## config.mk

```make
export PLATFORM = sky130hd
export DESIGN_NAME = din_packer_flat
export DESIGN_NICKNAME = d
export VERILOG_FILES = /design/src/rtl/din_packer_if.sv /design/src/rtl/din_packer.sv /design/src/flat_wrapper.sv
export SDC_FILE = /design/constraint.sdc
export NUM_CORES = 1
export LEC_CHECK = 0
export CORE_MARGIN = 2
export CORE_UTILIZATION = 42
export DETAILED_ROUTE_END_ITERATION = 10
export PLACE_DENSITY = 0.68
export SYNTH_ARGS = -nofsm -noshare
export SYNTH_HDL_FRONTEND = slang
export SYNTH_SLANG_ARGS = --single-unit
```

## constraint.sdc

```tcl
create_clock -name clk -period 2.2 [get_ports clk]
set_input_delay 0.33 -clock clk [delete_from_list [all_inputs] [get_ports clk]]
set_output_delay 0.33 -clock clk [all_outputs]
set_load 0.03 [all_outputs]
```

## src/rtl/din_packer_if.sv

```systemverilog
// din_packer_if: field-input and packed-word-output handshakes of din_packer.
// The slave modport is the packer itself; the master modport is its environment,
// which supplies fields and consumes packed words.
interface din_packer_if #(
  parameter int FIELD_W = 3
);
  logic                 in_valid;
  logic                 in_ready;
  logic [FIELD_W-1:0]   in_data;
  logic                 out_valid;
  logic                 out_ready;
  logic [4*FIELD_W-1:0] out_word;

  modport master (
    output in_valid, in_data, out_ready,
    input  in_ready, out_valid, out_word
  );

  modport slave (
    input  in_valid, in_data, out_ready,
    output in_ready, out_valid, out_word
  );
endinterface

```

## src/rtl/din_packer.sv

```systemverilog
// din_packer: collects four FIELD_W-bit fields (sel, in1, in2, in3), one per
// accepted handshake, into the word {sel, in1, in2, in3} for the select mux.
// The word sits in a registered output stage behind valid/ready while the
// next word is being collected; only the completing field can stall.
// Optional build macro DIN_PACKER_STATS_EN adds word_count and stall_count.
module din_packer #(
  parameter int FIELD_W = 3
) (
  input  logic         clk,
  input  logic         rst_n,
  input  logic         flush,
  din_packer_if.slave  bus
`ifdef DIN_PACKER_STATS_EN
  ,
  output logic [15:0]  word_count,
  output logic [15:0]  stall_count
`else
  // statistics ports are absent in this build
`endif
);

  localparam int WORD_W = 4 * FIELD_W;

  // Field position within the word being collected.
  typedef enum logic [1:0] {
    CNT0 = 2'd0,
    CNT1 = 2'd1,
    CNT2 = 2'd2,
    CNT3 = 2'd3
  } cnt_t;

  cnt_t              cnt_reg;
  cnt_t              cnt_next;
  logic [WORD_W-1:0] out_word_reg;
  logic              out_valid_reg;
  logic              in_ready;
  logic              accept;
  logic              complete;
  logic              consume;

  // Only the completing field has to wait for the output register to free up;
  // a consume on the same edge frees it, so there is no bubble.
  assign consume  = out_valid_reg && bus.out_ready;
  assign in_ready = rst_n && !flush &&
                    !((cnt_reg == CNT3) && out_valid_reg && !bus.out_ready);
  assign accept   = bus.in_valid && in_ready;
  assign complete = accept && (cnt_reg == CNT3);

  // Field counter register.
  always_ff @(posedge clk or negedge rst_n) begin
    if (!rst_n) begin
      cnt_reg <= CNT0;
    end else begin
      cnt_reg <= cnt_next;
    end
  end

  // Next field position: advance on accept, restart on flush or completion.
  always_comb begin
    cnt_next = cnt_reg;
    if (flush) begin
      cnt_next = CNT0;
    end else if (accept) begin
      unique case (cnt_reg)
        CNT0:    cnt_next = CNT1;
        CNT1:    cnt_next = CNT2;
        CNT2:    cnt_next = CNT3;
        default: cnt_next = CNT0;
      endcase
    end
  end

  // Staging slots for sel, in1, in2; the last field goes straight to out_word.
  for (genvar gi = 0; gi < 3; gi++) begin : g_stg
    logic [FIELD_W-1:0] slot_reg;

    // Capture the field whose position matches this slot.
    always_ff @(posedge clk or negedge rst_n) begin
      if (!rst_n) begin
        slot_reg <= '0;
      end else if (accept && (cnt_reg == cnt_t'(2'(gi)))) begin
        slot_reg <= bus.in_data;
      end
    end
  end

  // Output register: load on the completing field, drop valid on a consume
  // unless a new word replaces the old one on the same edge.
  always_ff @(posedge clk or negedge rst_n) begin
    if (!rst_n) begin
      out_word_reg  <= '0;
      out_valid_reg <= 1'b0;
    end else if (complete) begin
      out_word_reg  <= {g_stg[0].slot_reg, g_stg[1].slot_reg,
                        g_stg[2].slot_reg, bus.in_data};
      out_valid_reg <= 1'b1;
    end else if (consume) begin
      out_valid_reg <= 1'b0;
    end
  end

  assign bus.in_ready  = in_ready;
  assign bus.out_valid = out_valid_reg;
  assign bus.out_word  = out_word_reg;

`ifdef DIN_PACKER_STATS_EN
  logic [15:0] word_count_reg;
  logic [15:0] stall_count_reg;

  // Free-running wrap-around counters of consumed words and refused field offers.
  always_ff @(posedge clk or negedge rst_n) begin
    if (!rst_n) begin
      word_count_reg  <= '0;
      stall_count_reg <= '0;
    end else begin
      if (consume) begin
        word_count_reg <= word_count_reg + 16'd1;
      end
      if (bus.in_valid && !in_ready) begin
        stall_count_reg <= stall_count_reg + 16'd1;
      end
    end
  end

  assign word_count  = word_count_reg;
  assign stall_count = stall_count_reg;
`else
  // no statistics counters in this build
`endif

endmodule
```

## src/flat_wrapper.sv

```systemverilog
// flat-port wrapper written by rule: the top's interface ports become plain ports
module din_packer_flat 
#(
  parameter int FIELD_W = 3
)
  (clk, rst_n, flush, bus_in_valid, bus_in_data, bus_out_ready, bus_in_ready, bus_out_valid, bus_out_word);
  din_packer_if #(.FIELD_W(FIELD_W)) bus_i ();
  input  logic clk;
  input  logic rst_n;
  input  logic flush;
  input wire logic [$bits(bus_i.in_valid)-1:0] bus_in_valid;
  input wire logic [$bits(bus_i.in_data)-1:0] bus_in_data;
  input wire logic [$bits(bus_i.out_ready)-1:0] bus_out_ready;
  output wire logic [$bits(bus_i.in_ready)-1:0] bus_in_ready;
  output wire logic [$bits(bus_i.out_valid)-1:0] bus_out_valid;
  output wire logic [$bits(bus_i.out_word)-1:0] bus_out_word;
  assign bus_i.in_valid = bus_in_valid;
  assign bus_i.in_data = bus_in_data;
  assign bus_i.out_ready = bus_out_ready;
  assign bus_in_ready = bus_i.in_ready;
  assign bus_out_valid = bus_i.out_valid;
  assign bus_out_word = bus_i.out_word;
  din_packer #(.FIELD_W(FIELD_W)) u_core (.clk(clk), .rst_n(rst_n), .flush(flush), .bus(bus_i));
endmodule
```

==> Yosys cells after proc, flatten, opt, wreduce, memory -nomap -nowiden <==
Index checks and enable logic that the tools add are counted.
{ "totals": {"in_bits": 8, "register_bits": 24, "elab_cells": 30} }
{ "classes": {"muxes": 5, "reduce_logical": 16, "eq_ne": 3} }
{ "op_table": {"columns": ["cell", "n"], "rows": [
  ["1-bit logical AND", 10],
  ["2-bit one-hot mux with 3 select lines", 1],
  ["2-bit equality test, second input constant", 2],
  ["2-bit 2-to-1 mux", 2],
  ["2-bit nonzero test", 2],
  ["1-bit zero test", 3],
  ["2-bit by 1-bit equality test with 1-bit output, second input constant", 1],
  ["2-bit zero test", 1],
  ["1-bit 2-to-1 mux", 2]
]} }

==> Longest topological paths before layout <==
{ "depth": {"word_depth": 8, "depth_mapped": 5, "mapped_depth_nobuf": 4} }

==> Least setup slack after synthesis <==
No wires, ideal clock.
{ "synth_path": {"path_type": "flip-flop to output port", "from": "reg u_core.cnt_reg[0]", "to": "out bus_in_ready", "required_ps": 1870, "slack_ps": 674, "arrival_time_ps": 1196, "path_buffers": 0, "stages_incl_launch_ff": 4, "cell_sequence": "dfrtp_1 ha_1 nand3b_1 and3b_1"} }
{ "synth_between": {"elab_chain_len": 5} }
{ "synth_rtl": {"columns": ["element", "line_no", "text"], "rows": [
  ["start, declared", "din_packer.sv:32", "cnt_t cnt_reg;"],
  ["start signal, assigned", "din_packer.sv:54", "cnt_reg <= cnt_next;"],
  ["2-bit equality test", "din_packer.sv:45", "!((cnt_reg == CNT3) && out_valid_reg && !bus.out_ready);"],
  ["1-bit logical AND (2 in series)", "din_packer.sv:45", null],
  ["1-bit zero test", "din_packer.sv:45", null],
  ["1-bit logical AND", "din_packer.sv:44", "assign in_ready = rst_n && !flush &&"],
  ["end, declared", "flat_wrapper.sv:14", "output wire logic [$bits(bus_i.in_ready)-1:0] bus_in_ready;"]
]} }
No other way between the ends.

==> Final worst setup path <==
Same ends and word-level chain as after synthesis.

==> insert_results.sql <==
INSERT INTO impl_metrics (metric_group, metric, value, unit) VALUES
('worst_hold_path', 'holdCritPathClass', 'in -> async', ''),
('yosys', 'dominant_synthesized_flop_cell', 'sky130_fd_sc_hd__dfrtp_1', ''),
('final_layout', 'largest_register_ffs', '12', ''),
('detailed_routing', 'routed_via_density', '4.82', ''),
('power_and_ir_drop', 'internal_power', '713', 'uW'),
('detailed_routing', 'detail_route.iter0.violations', '1', ''),
('clocking', 'tritoncts', 'yes', ''),
('timing', 'report.final.hold_viol_count', '0', ''),
('placed_design', 'routabilityCongestion', '0.695', ''),
('timing', 'hold_worst_slack', '0.421', 'ns'),
('yosys', 'yosys_register_bits', '24', ''),
('power_and_ir_drop', 'netSwitchingPower', '184', 'uW'),
('final_layout', 'layout-drive-gt1-share', '0.304', ''),
('power_and_ir_drop', 'power.switching_fraction', '0.205', ''),
('power_and_ir_drop', 'power.share.clock', '0.347', ''),
('timing', 'fin_crit', '1.96', 'ns'),
('placed_design', 'dp_slack', '0.207', 'ns'),
('timing', 'min_period_over_period', '0.892', ''),
('die', 'floorplan.die.width', '54.1', 'um'),
('yosys', 'mappedNetlistArea', '1050', 'um2'),
('grt', 'global_route_wire_length_before_repair', '2730', 'um'),
('grt', 'grt-ovfl-total', '0', ''),
('timing', 'totalNegativeSetupSlack', '0', 'ns'),
('power_and_ir_drop', 'p_per_area', '671', 'nW/um2'),
('grt', 'grt_antenna_before_repair', '0', ''),
('setup_path', 'critPathKind', 'reg -> out', ''),
('detailed_routing', 'drt_pre_antenna_iters', '2', ''),
('clocking', 'cts_root_buffer_type', 'sky130_fd_sc_hd__clkbuf_4', ''),
('yosys', 'ys_seq_area_frac', '0.570', ''),
('timing', 'setup_repair_after_global_routing_missed_its_margin', 'no', ''),
('grt', 'globalRouteTotalUtil', '0.133', ''),
('grt', 'grt_max_degree', '26', ''),
('detailed_routing', 'drt_antenna_net_count', '0', ''),
('die', 'floorplan.io_pins', '22', ''),
('die', 'die_area', '2930', 'um2'),
('die', 'initial_core_util', '0.433', ''),
('run', 'timing.max_cap.violations', '0', ''),
('yosys', 'synth-warning-count', '0', ''),
('status', 'status', 'complete, no violations', ''),
('yosys', 'synth-edff-count', '0', ''),
('setup_path', 'cp_slowest_cell', 'sky130_fd_sc_hd__dfrtp_1', ''),
('detailed_routing', 'drc_errors', '0', ''),
('final_layout', 'fillerInstances', '205', ''),
('setup_path', 'path_buf_inv', '1', ''),
('power_and_ir_drop', 'power.sequential.fraction', '0.552', ''),
('yosys', 'synthesis.instances', '68', ''),
('yosys', 'syn_area_per_cell', '15.5', 'um2'),
('grt', 'first_global_vias', '594', ''),
('timing', 'maxSlewViolCount', '0', ''),
('timing', 'clock-skew-final', '0.00997', 'ns'),
('setup_path', 'cp-start-kind', 'flip-flop', ''),
('die', 'core-area', '2430', 'um2'),
('setup_path', 'critical_path.cell_chain', 'ha_1 > nand3b_1 > and3b_1 > buf_4', ''),
('clocking', 'cts_htree_levels', '1', ''),
('detailed_routing', 'avgRoutedWirePerCell', '13.9', 'um'),
('placed_design', 'place.port_buffers', '21', ''),
('detailed_routing', 'drt_wl_total', '1690', 'um'),
('clocking', 'cts_num_sinks', '24', ''),
('die', 'fp-row-count', '18', ''),
('die', 'die-height', '54.1', 'um'),
('final_layout', 'number_of_diodes_added_for_antenna_fixing', '0', ''),
('timing', 'worst_pin_slew', '0.321', 'ns'),
('setup_path', 'worst-endpoint-required', '1.87', 'ns'),
('final_layout', 'most_common_cell_after_layout_fill_and_taps_aside', 'sky130_fd_sc_hd__dfrtp_1', ''),
('timing', 'final-setup-viol-count', '0', ''),
('clocking', 'clk_latency', '0.31', 'ns'),
('timing', 'max_slew_margin', '0.786', ''),
('timing', 'fmax', '0.510', 'GHz'),
('power_and_ir_drop', 'comb_power_share', '0.100', ''),
('yosys', 'postSynth.asyncResetShare', '1.00', ''),
('timing', 'timing.final.ws_setup', '0.238', 'ns');
## cell families (layout without fill, tap and decap cells)
logic type | Yosys count | after routing | share of synthesized area
DFF | 24 | 24 | 0.570
buffers and inverters | 4 | 28 | 0.0285
AOI/OAI and AO/OA | 3 | 3 | 0.0214
muxes | 21 | 21 | 0.257
and+or+nand+nor | 12 | 12 | 0.0760
adders and majority gates | 4 | 4 | 0.0475
## cell usage after synthesis (2+ instances only)
cell type,count,area share
sky130_fd_sc_hd__and3b_1,2,0.017
sky130_fd_sc_hd__buf_6,2,0.021
sky130_fd_sc_hd__dfrtp_1,24,0.57
sky130_fd_sc_hd__ha_1,4,0.048
sky130_fd_sc_hd__inv_1,2,0.0071
sky130_fd_sc_hd__mux2_2,12,0.13
sky130_fd_sc_hd__mux2_4,9,0.13
sky130_fd_sc_hd__nand2_1,2,0.0071
sky130_fd_sc_hd__nand3_1,4,0.019
## stage by stage
stage,instance area (um2),total power [mW],cells
after global routing,1340,0.947,122
after detailed placement,1280,0.597,118
after global placement,1280,0.592,118
after floorplan,1050,0.553,68
final,1340,0.897,122
after CTS,1340,0.907,122
## area by class of cell
| type | count | area, um2 | share of cell area |
|---|---|---|---|
| Timing Repair Buffer | 22 | 215 | 0.161 |
| Tap cell | 30 | 37.5 | 0.0281 |
| Inverter | 2 | 7.51 | 0.00562 |
| Sequential cell | 24 | 601 | 0.449 |
| Multi-Input combinational cell | 40 | 423 | 0.316 |
| Clock buffer | 3 | 22.5 | 0.0169 |
| Clock inverter | 1 | 30.0 | 0.0225 |
## metal layers
layer,vias to the layer above,share of wire,routed length [um],track usage
met5,-,0,0,0
met4,0,0.012,21,0.0500
met3,2,0.037,62,0.0333
met2,12,0.47,797,0.209
met1,285,0.48,813,0.178
li1,289,-,-,-
## power groups by stage
stage	clock, mW	sequential [mW]	combinational, mW
2_1_floorplan	0	0.505	0.0480
3_3_place_gp	0	0.503	0.0886
3_5_place_dp	0	0.506	0.0915
4_1_cts	0.318	0.496	0.0918
5_1_grt	0.346	0.502	0.0988
6_report	0.312	0.496	0.0897
## worst paths after layout
check / start / endpoint / slack, ns / cells after the start
setup / recovery: u_core.cnt_reg[0] / bus_in_ready / 0.24 / 4
hold / removal: rst_n / u_core.g_stg[1].slot_reg[1] / 0.42 / 2
setup reg to reg: u_core.cnt_reg[0] / u_core.g_stg[0].slot_reg[2] / 0.58 / 4
hold reg to reg: u_core.g_stg[1].slot_reg[1] / u_core.bus.out_word[7] / 0.52 / 1
max in group asynchronous: rst_n / u_core.bus.out_word[9] / 1.54 / 2
min in group clk: u_core.g_stg[1].slot_reg[1] / u_core.bus.out_word[7] / 0.52 / 1
Power figures use the tool's default switching activity.
